<file path="src/rtl/c2_pkg.sv">
// c2_pkg: shared constants, command and state enums for the C2 initiator.
// Optional response watchdog is enabled by defining C2_TIMEOUT_EN.
package c2_pkg;

    localparam int MEM_ADDR_SIZE     = 19;
    localparam int CACHE_OFFSET_SIZE = 4;
    localparam int BUS_SIZE          = 16;
    localparam int CACHE_LINE_SIZE   = 16;
    localparam int TIMEOUT_CYCLES    = 64;

    localparam int LINE_ADDR_W = MEM_ADDR_SIZE - CACHE_OFFSET_SIZE;
    localparam int LINE_W      = CACHE_LINE_SIZE * 8;
    localparam int BEATS       = LINE_W / BUS_SIZE;
    localparam int BEAT_W      = $clog2(BEATS);

    typedef enum logic [1:0] {
        C2_NOP      = 2'd0,
        C2_RESPONSE = 2'd1,
        C2_READ     = 2'd2,
        C2_WRITE    = 2'd3
    } c2_cmd_e;

    typedef enum logic [2:0] {
        S_IDLE,
        S_WR_BEAT,
        S_WAIT_WACK,
        S_RD_CMD,
        S_WAIT_RDATA,
        S_DONE
    } c2_state_e;

endpackage

</file>
<file path="src/rtl/c2_line_serdes.sv">
// c2_line_serdes: line shift register (load / shift-out / shift-in)
// with the 3-bit beat counter; beat 0 lives in the low bits.
module c2_line_serdes
    import c2_pkg::*;
(
    input  logic                clk,
    input  logic                reset,
    input  logic                load,
    input  logic                shift_out,
    input  logic                shift_in,
    input  logic [LINE_W-1:0]   load_data,
    input  logic [BUS_SIZE-1:0] beat_in,
    output logic [BUS_SIZE-1:0] beat_out,
    output logic [LINE_W-1:0]   line_shifted,
    output logic [BEAT_W-1:0]   beat_cnt
);

    logic [LINE_W-1:0] line_q;

    assign beat_out     = line_q[BUS_SIZE-1:0];
    assign line_shifted = {beat_in, line_q[LINE_W-1:BUS_SIZE]};

    always_ff @(posedge clk or posedge reset) begin
        if (reset) begin
            line_q   <= '0;
            beat_cnt <= '0;
        end else if (load) begin
            line_q   <= load_data;
            beat_cnt <= '0;
        end else if (shift_out) begin
            line_q   <= {{BUS_SIZE{1'b0}}, line_q[LINE_W-1:BUS_SIZE]};
            beat_cnt <= beat_cnt + 1'b1;
        end else if (shift_in) begin
            line_q   <= line_shifted;
            beat_cnt <= beat_cnt + 1'b1;
        end
    end

endmodule

</file>
<file path="src/rtl/c2_initiator.sv">
// c2_initiator: cache-side C2 bus master, one whole-line read/write per request.
// Define C2_TIMEOUT_EN to add the response watchdog (resp_err on expiry).
module c2_initiator
    import c2_pkg::*;
(
    input  logic                   clk,
    input  logic                   reset,
    input  logic                   req_valid,
    input  logic                   req_write,
    input  logic [LINE_ADDR_W-1:0] req_addr,
    input  logic [LINE_W-1:0]      req_wdata,
    output logic                   req_ready,
    output logic                   resp_valid,
    output logic [LINE_W-1:0]      resp_rdata,
    output logic                   resp_err,
    output logic [LINE_ADDR_W-1:0] c2_addr,
    output logic [1:0]             c2_cmd_out,
    output logic                   c2_cmd_oe,
    input  logic [1:0]             c2_cmd_in,
    output logic [BUS_SIZE-1:0]    c2_data_out,
    output logic                   c2_data_oe,
    input  logic [BUS_SIZE-1:0]    c2_data_in
);

    c2_state_e              state_q, state_d;
    logic [LINE_ADDR_W-1:0] addr_q;
    logic [LINE_W-1:0]      rdata_q;
    logic                   load, shift_out, shift_in;
    logic [BUS_SIZE-1:0]    beat_out;
    logic [LINE_W-1:0]      line_shifted;
    logic [BEAT_W-1:0]      beat_cnt;
    logic                   rsp, last_beat, to_fire;

    assign rsp       = (c2_cmd_in == C2_RESPONSE);
    assign last_beat = (beat_cnt == BEAT_W'(BEATS - 1));

    c2_line_serdes u_serdes (
        .clk          (clk),
        .reset        (reset),
        .load         (load),
        .shift_out    (shift_out),
        .shift_in     (shift_in),
        .load_data    (req_wdata),
        .beat_in      (c2_data_in),
        .beat_out     (beat_out),
        .line_shifted (line_shifted),
        .beat_cnt     (beat_cnt)
    );

    always_comb begin
        state_d   = state_q;
        load      = 1'b0;
        shift_out = 1'b0;
        shift_in  = 1'b0;
        unique case (state_q)
            S_IDLE: begin
                if (req_valid) begin
                    load    = 1'b1;
                    state_d = req_write ? S_WR_BEAT : S_RD_CMD;
                end
            end
            S_WR_BEAT: begin
                shift_out = 1'b1;
                if (last_beat) state_d = S_WAIT_WACK;
            end
            S_WAIT_WACK: begin
                if (rsp || to_fire) state_d = S_DONE;
            end
            S_RD_CMD: state_d = S_WAIT_RDATA;
            S_WAIT_RDATA: begin
                if (rsp) begin
                    shift_in = 1'b1;
                    if (last_beat) state_d = S_DONE;
                end else if (to_fire) begin
                    state_d = S_DONE;
                end
            end
            S_DONE:  state_d = S_IDLE;
            default: state_d = S_IDLE;
        endcase
    end

    // Bus drive decodes straight from state so reset drops oe at once.
    always_comb begin
        c2_cmd_out  = C2_NOP;
        c2_cmd_oe   = 1'b0;
        c2_data_out = '0;
        c2_data_oe  = 1'b0;
        unique case (1'b1)
            (state_q == S_WR_BEAT): begin
                c2_cmd_out  = C2_WRITE;
                c2_cmd_oe   = 1'b1;
                c2_data_out = beat_out;
                c2_data_oe  = 1'b1;
            end
            (state_q == S_RD_CMD): begin
                c2_cmd_out = C2_READ;
                c2_cmd_oe  = 1'b1;
            end
            default: ;
        endcase
    end

    assign req_ready  = (state_q == S_IDLE);
    assign resp_valid = (state_q == S_DONE);
    assign resp_rdata = rdata_q;
    assign c2_addr    = (state_q == S_IDLE) ? '0 : addr_q;

    always_ff @(posedge clk or posedge reset) begin
        if (reset) begin
            state_q <= S_IDLE;
            addr_q  <= '0;
            rdata_q <= '0;
        end else begin
            state_q <= state_d;
            if (load) addr_q <= req_addr;
            if (shift_in && last_beat) rdata_q <= line_shifted;
            else if (to_fire) rdata_q <= '0;
        end
    end

`ifdef C2_TIMEOUT_EN
    localparam int WD_W = $clog2(TIMEOUT_CYCLES + 1);

    logic [WD_W-1:0] wd_q;
    logic            err_q;
    logic            waiting;

    assign waiting  = (state_q == S_WAIT_WACK) || (state_q == S_WAIT_RDATA);
    assign to_fire  = waiting && !rsp && (wd_q == WD_W'(TIMEOUT_CYCLES - 1));
    assign resp_err = (state_q == S_DONE) && err_q;

    // Count only silent wait cycles; any RESPONSE restarts the window.
    always_ff @(posedge clk or posedge reset) begin
        if (reset) begin
            wd_q  <= '0;
            err_q <= 1'b0;
        end else begin
            if (!waiting || rsp) wd_q <= '0;
            else                 wd_q <= wd_q + 1'b1;
            if (waiting) err_q <= to_fire;
        end
    end
`else
    assign to_fire  = 1'b0;
    assign resp_err = 1'b0;
`endif

endmodule

</file>
<file path="config.mk">
export PLATFORM = sky130hd
export DESIGN_NAME = c2_initiator
export DESIGN_NICKNAME = d
export VERILOG_FILES = /design/src/rtl/c2_pkg.sv /design/src/rtl/c2_line_serdes.sv /design/src/rtl/c2_initiator.sv
export SDC_FILE = /design/constraint.sdc
export NUM_CORES = 1
export LEC_CHECK = 0
export CAP_MARGIN = 10
export CORE_MARGIN = 2
export CORE_UTILIZATION = 25
export CTS_CLUSTER_SIZE = 20
export DETAILED_ROUTE_END_ITERATION = 12
export GPL_ROUTABILITY_DRIVEN = 0
export SYNTH_ARGS = -nofsm -noshare
export SYNTH_HDL_FRONTEND = slang
export SYNTH_SLANG_ARGS = --single-unit
export TNS_END_PERCENT = 20
</file>
<file path="constraint.sdc">
create_clock -name clk -period 17.59 [get_ports clk]
set_input_delay 2.6385 -clock clk [delete_from_list [all_inputs] [get_ports clk]]
set_output_delay 2.6385 -clock clk [all_outputs]
set_load 0.02 [all_outputs]
</file>
# Word-level counts from Yosys, hierarchy flattened
# Cells that the tools add are included.
[word_totals]
wordCells = 45
register_bits = 277
input_bits = 165
[classes]
muxes = 22
addsub = 1
eq_ne = 12
n_reduce_logical = 5
[ops]
columns = ["operator", "count"]
rows = [
  ["two-way mux 128 bit", 3],
  ["two-way mux 3 bit", 8],
  ["two-way mux 16 bit", 1],
  ["two-way mux 15 bit", 1],
  ["case mux 3 bit (5 select lines)", 1],
  ["!= test 2 bit (second input constant)", 5],
  ["equality test 3 bit (second input constant)", 3],
  ["equality test 3 x 2 -> 1 bit (second input constant)", 2],
  ["two-way mux 1 bit", 6],
  ["AND reduction 5 bit", 1],
  ["case mux 2 bit (2 select lines)", 1],
  ["adder 3 x 1 -> 3 bit (second input constant)", 1],
  ["equality test 3 x 1 -> 1 bit (second input constant)", 1],
  ["logical NOT 3 bit", 1],
  ["nonzero test 3 bit", 1],
  ["equality test 2 x 1 -> 1 bit (second input constant)", 1],
  ["two-way mux 2 bit", 1],
  ["OR reduction 2 bit", 1],
  ["logical AND 1 bit", 1],
]

# Logic depth before layout (Yosys ltp)
# Gate-level depths: netlist of the first run.
[depth]
depth_word = 6
ltp_mapped = 7

# By module
# Synthesis of the first run repeated with hierarchy kept, for this count alone.
[hier_totals]
cells_unflattened = 994
hier_area_um2 = 13354.1
[modules_own_cells]
columns = ["mod", "n_inst", "cells_each", "seq_area_each_um2", "area_each_um2"]
rows = [
  ["c2_line_serdes", 1, 627, 3278.1, 7010.5],
  ["c2_initiator", 1, 367, 3653.5, 6343.6],
]

# Worst setup path after synthesis of the first run
# No wires, ideal clock.
[synth_timing]
kind = "register to output"
from = "register state_q[0]"
to = "output port c2_data_out[10]"
slack_ps = 13424
stages_incl_launch_ff = 5
arrival_ps = 1527
t_required_ps = 14951
cell_sequence = "dfrtp_1 -> buf_2 -> nor3b_2 -> clkbuf_1 -> and2_1"
[synth_via]
elab_chain_cells = 2
[synth_rtl]
columns = ["item", "line", "rtl"]
rows = [
  ["start, declared", "c2_initiator.sv:25", "c2_state_e state_q, state_d;"],
  ["start signal, assigned", "c2_initiator.sv:115", "state_q <= state_d;"],
  ["equality test 3 x 1 -> 1 bit", "c2_initiator.sv:90", "(state_q == S_WR_BEAT): begin"],
  ["two-way mux 16 bit", "c2_initiator.sv:89", "unique case (1'b1)"],
  ["end, declared", "c2_initiator.sv:20", "output logic [BUS_SIZE-1:0] c2_data_out,"],
]
# Every way passes these cells.

# Worst setup path in the final report of the first run
[layout_timing]
from = "register state_q[1]"
to = "output port req_ready"
[layout_via]
elab_chain_cells = 1
[layout_rtl]
columns = ["item", "line", "rtl"]
rows = [
  ["logical NOT 3 bit", "c2_initiator.sv:104", "assign req_ready = (state_q == S_IDLE);"],
  ["end, declared", "c2_initiator.sv:12", "output logic req_ready,"],
]
# Every way passes these cells.

==> results of run 1 <==
-- how the worst min path moves through the flow --
stage / slack [ns] / to / depth (start not counted)
after global routing: 0.48 / addr_q[2]$_DFFE_PP0P_ / 2
after CTS: 0.47 / addr_q[7]$_DFFE_PP0P_ / 2
final: 0.47 / addr_q[8]$_DFFE_PP0P_ / 2
after detailed placement: 0.45 / addr_q[7]$_DFFE_PP0P_ / 2
after floorplan: 0.44 / addr_q[0]$_DFFE_PP0P_ / 2
after global placement: 0.45 / addr_q[2]$_DFFE_PP0P_ / 2
-- routing by layer --
metal	vias to the layer above	global-route usage	part of all wire
met5	-	0	0.00043
met4	2	0.0427	0.025
met3	47	0.0420	0.082
met2	279	0.245	0.46
met1	4402	0.198	0.43
li1	4304	-	-
-- cell families (layout without fill, tap and decap cells) --
family          after synthesis  count (layout)  synth area share
mux                         131             131             0.127
fa+ha+maj                     2               2           0.00215
compound gates              153             153            0.0829
simple gates                451             451             0.158
buf+inv                      87             399            0.0339
other cells                   1               2          0.000323
flops                       277             277             0.596
-- cells in the mapped netlist (all sizes together) --
cell type,count
nand2b,1
inv,6
nand4,1
nor4b,2
nor4,1
mux2i,2
dfrtp,277
nor3b,1
nand2,274
o21ai,3
a21oi,16
nand3,2
a31oi,113
o31ai,1
buf,49
nor2b,15
mux2,129
nor2,135
and2,17
o21bai,1
clkbuf,32
a22o,2
conb,1
ha,2
a22oi,15
o22ai,2
nand4bb,1
nor3,1
-- flip-flops by register name (all words and copies together), names as in the netlist --
name and flops:
u_serdes.beat_cnt 3, state_q 3, addr_q 15, u_serdes.line_q 128
resp_rdata 128
-- layout make-up --
class / count / area [um2]
clock buffer: 40 / 880
multi-input combinational: 738 / 4320
timing repair buffer: 340 / 3390
inverter: 6 / 30.0
tap: 607 / 759
clock inverter: 13 / 143
sequential: 277 / 6930
antenna: 1 / 2.50
fill: 4679 / 29800
-- worst reg2reg max path, delay by kind of cell, from the launching register on --
kind / cells / cell delay, ns
AOI/OAI and AO/OA: 1 / 0.12
DFF: 1 / 0.60
and+or+nand+nor: 3 / 2.00
buffers and inverters: 1 / 0.66
-- layout by cell type, fill, tap and decap left out, types with 2 or more instances in the layout --
cell type,count
a22o_1,2
nor2b_1,15
dfrtp_1,277
buf_4,9
mux2i_1,2
and2_1,17
clkbuf_8,7
clkdlybuf4s50_1,329
o21ai_0,3
mux2_2,129
a31oi_1,113
bufinv_16,3
a22oi_1,15
a21oi_1,15
o22ai_1,2
clkinv_2,9
nand3_1,2
ha_1,2
inv_1,5
nand2_1,273
nor2_1,135
clkbuf_16,31
clkbuf_1,2
-- power by group through the flow --
stage / Sequential (mW) / Clock (mW) / Combinational (mW)
3_3_place_gp: 1.06 / 0 / 1.11
5_1_grt: 1.08 / 0.702 / 1.25
4_1_cts: 1.06 / 0.675 / 1.14
2_1_floorplan: 1.01 / 0 / 0.719
3_5_place_dp: 1.07 / 0 / 1.13
6_report: 1.05 / 0.656 / 1.12
-- stage by stage --
| step | worst slack, ns | instances |
|---|---|---|
| 2_1_floorplan | 7.31 | 1102 |
| 3_3_place_gp | 11.76 | 1967 |
| 3_5_place_dp | 11.75 | 1967 |
| 4_1_cts | 11.73 | 2020 |
| 5_1_grt | 11.81 | 2021 |
| 6_report | 12.01 | 2022 |
==> results.cfg, run 1 <==
[synth]
syn_inst = 1102
ys_ff_latch = 277
synth_fp_nets = 1269
avgSynthCellArea_um2 = 10.5
synth_top_area_frac = 0.596
ys_top_cells_by_area = dfrtp_1 (60%), mux2_2 (13%), nand2_1 (8.9%)
synth_top_area_cell = dfrtp_1
synth_cell_types = 32
yosysWarningCount = 0
seq_area_frac_synth = 0.596
synth_area_um2 = 11600

[setup_path]
worstSetupEndpoint = req_ready
crit_slowest_cell = nor3_2
path_depth = 2
r2r_slack_ns = 14.05
worstReg2RegStart = state_q[1]$_DFFE_PP0P_
crit_fanout = 17
r2r-end = u_serdes.line_q[13]$_DFFE_PP0P_
cp_top_family = simple AND/OR/NAND/NOR gates
critPathRequiredTime_ns = 14.95
cp_slowest_stage_delay_ns = 0.99
reg2reg_depth = 5
path_class = flop to output pin
crit_chain = nor3_2 > clkdlybuf4s50_1
start_kind = flop
path_buf_inv = 1
crit_start = state_q[1]$_DFFE_PP0P_
arrival_ns = 2.95
cp-end-kind = output pin

[clock_tree]
clkTransAtPathRegs_ns = 0.06
cts_max_level = 1
insertion_delay_ns = 0.57
numClockSinks = 277
post-cts-setup-buffers = 0
cts_resized = 0
cts_hold_buf = 0
cts_buffers = 30
cts_root_buf = clkbuf_16
clockBufferDepth = 3
cts_tree = yes

[die]
pin_count = 331
start_util = 0.251
die_area_um2 = 48200
rows = 79
core_um2 = 46300
die_y_um = 220
dieWidth_um = 220

[power]
power.internal_mw = 1.71
swShare = 0.394
switchingPower_mw = 1.11
power.combinational.fraction = 0.396
p_total_mw = 2.82
seq_power_share = 0.372
peakVddDrop_v = 0.000205
leakagePower_nw = 7.26
p_clk_frac = 0.233
power_per_cell_area_nw_per_um2 = 171

[drt]
wire_per_inst_um = 18.3
routed_wl_mm = 37.1
drc = 0
firstDrtPassIters = 5
drtIter0Drc = 647
num_vias = 9034
viasPerCell = 4.47
ant_nets = 0

[timing]
hold_viol_final = 0
setup_viol = 0
rsz0062_at_grt = no
min_period_ns = 5.58
setup_tns_ns = 0
skew_ns = 0.0128
max_slew_margin = 0.233
period_share = 0.317
whs_ns = 0.468
fmax_ghz = 0.179
worst_pin_slew_ns = 1.14
maxSlewViolCount = 0

[outcome]
status = finished, final reports clean

[hold_path]
min_path_type = flop to flop
hold_path_startpoint = addr_q[8]$_DFFE_PP0P_

[finish]
post-route-util = 0.356
area_growth_pct = 41.6
nets = 1560
drive_above_1_share = 0.140
final_cell_area_um2 = 16500

[global_route]
grt_pass1_vias = 9276
grt_usage = 0.151
antenna_found_initial = 1
grt_overflow = 0
grt_pass1_wl_mm = 56.1
grt_max_degree = 261

[flow_run]
drv_cap = 0

[placement]
portBuffers = 329
placed_area_um2 = 15400
hpwl_mm = 25.5
No activity file was read; power rests on OpenSTA's default activity.
==> run 2: changes to the inputs <==
==> constraint.sdc (replaced) <==
create_clock -name clk -period 4.5 [get_ports clk]
set_input_delay 0.675 -clock clk [delete_from_list [all_inputs] [get_ports clk]]
set_output_delay 0.675 -clock clk [all_outputs]
set_load 0.02 [all_outputs]
==> results.cfg, run 2 (synthesis results as in run 1) <==
[outcome]
status = finished, final reports clean

[timing]
min_period_ns = 3.61
max_slew_margin = 0.273
hold_viol_final = 0
period_share = 0.803
rsz0062_at_grt = no
whs_ns = 0.469
skew_ns = 0.0175
fmax_ghz = 0.277
setup_tns_ns = 0
setup_viol = 0
worst_pin_slew_ns = 1.09
maxSlewViolCount = 0

[power]
p_clk_frac = 0.241
seq_power_share = 0.366
switchingPower_mw = 4.35
peakVddDrop_v = 0.000484
swShare = 0.390
p_total_mw = 11.2
power_per_cell_area_nw_per_um2 = 671
power.combinational.fraction = 0.393
power.internal_mw = 6.81
leakagePower_nw = 7.33

[global_route]
use_met3 = 0.0487
grt_util_met2 = 0.243
busiest_layer = met2
grt_pass1_wl_mm = 56.0
antenna_found_initial = 4
grtUsageMet1 = 0.197
grt_usage = 0.152
grt_overflow = 0
grt_max_degree = 131
grt_pass1_vias = 9235

[setup_path]
r2r_slack_ns = 1.93
r2r-end = u_serdes.line_q[17]$_DFFE_PP0P_
path_class = flop to output pin
cp-end-kind = output pin
worstReg2RegStart = state_q[1]$_DFFE_PP0P_
start_kind = flop
crit_fanout = 20
critPathRequiredTime_ns = 3.83
arrival_ns = 2.94
reg2reg_depth = 5

[die]
dieWidth_um = 220
rows = 79
pin_count = 331
core_um2 = 46300
die_area_um2 = 48200
start_util = 0.251
die_y_um = 220

[finish]
fin_cells = 2030
drive_above_1_share = 0.141
mostFrequentLayoutCells = clkdlybuf4s50_1 (329), dfrtp_1 (277), nand2_1 (273), nor2_1 (135), mux2_2 (129)
area_growth_pct = 43.1
nets = 1568
mostFrequentLayoutCell = clkdlybuf4s50_1

[drt]
viasPerCell = 4.48
drc = 0
routed_wl_mm = 37.2
firstDrtPassIters = 6
num_vias = 9101
ant_nets = 0
drtIter0Drc = 602
wire_per_inst_um = 18.3

[placement]
portBuffers = 329
hpwl_mm = 25.5
dpl.cell_count = 1972

[hold_path]
whs_endpoint = addr_q[0]$_DFFE_PP0P_
hold_path_startpoint = addr_q[0]$_DFFE_PP0P_
min_path_cells = 2
min_path_type = flop to flop

[clock_tree]
post-cts-setup-buffers = 0
clockBufferDepth = 3
cts_buffers = 34
cts_resized = 0
cts_root_buf = clkbuf_16
insertion_delay_ns = 0.53
cts_max_level = 2
cts_hold_buf = 0
clkTransAtPathRegs_ns = 0.06
numClockSinks = 277
cts_tree = yes

[flow_run]
drv_cap = 0
[run 2: cell types whose count changed in the layout (fill, tap and decap cells not counted), sizes merged]
cell,before,now
clkinvlp,1,2
clkinv,9,5
buf,11,15
clkbuf,40,48
bufinv,3,2
[run 2: layout make-up]
cell class	instances	area [um2]
clock inverter	9	105
inverter	6	26.3
fill	4709	29600
clock buffer	48	985
sequential	277	6930
antenna	1	2.50
multi-input combinational	738	4320
timing repair buffer	344	3510
tap	607	759
[run 2: through the flow]
stage | util | setup slack (ns) | instance area (um2)
floorplan | - | 0.160 | 11600
global placement | 0.336 | 1.48 | 15500
detailed placement | 0.336 | 1.38 | 15500
CTS | 0.359 | 0.794 | 16600
global route | 0.360 | 0.627 | 16600
finish | 0.360 | 0.888 | 16600
[run 2: worst max path at each step]
stage	from	endpoint	depth (start not counted)
after detailed placement	state_q[1]$_DFFE_PP0P_	c2_data_out[5]	3
after global placement	state_q[1]$_DFFE_PP0P_	c2_data_out[3]	3
after CTS	state_q[1]$_DFFE_PP0P_	c2_data_out[3]	3
after floorplan	reset	addr_q[0]$_DFFE_PP0P_	1
after global routing	state_q[1]$_DFFE_PP0P_	c2_data_out[4]	3
final	state_q[1]$_DFFE_PP0P_	c2_data_out[6]	3
[run 2: worst max-delay path, cell delays in order, from the launching register on]
cell and delay (ns):
dfrtp_1 0.58, nor3b_2 0.96, and2_1 0.25, clkdlybuf4s50_1 0.61
[run 2: per-layer routing]
layer	part of all wire	vias up	routed length, um
met1	0.44	4432	16200
met3	0.082	46	3060
met4	0.018	6	675
li1	-	4325	-
met2	0.46	292	17200
met5	0.0013	-	48
[run 2: power groups by stage]
stage | Combinational, mW | Clock (mW) | Sequential [mW]
global placement | 4.37 | 0 | 4.14
global route | 4.88 | 2.88 | 4.22
CTS | 4.46 | 2.79 | 4.13
floorplan | 2.81 | 0 | 3.95
finish | 4.38 | 2.69 | 4.09
detailed placement | 4.46 | 0 | 4.17
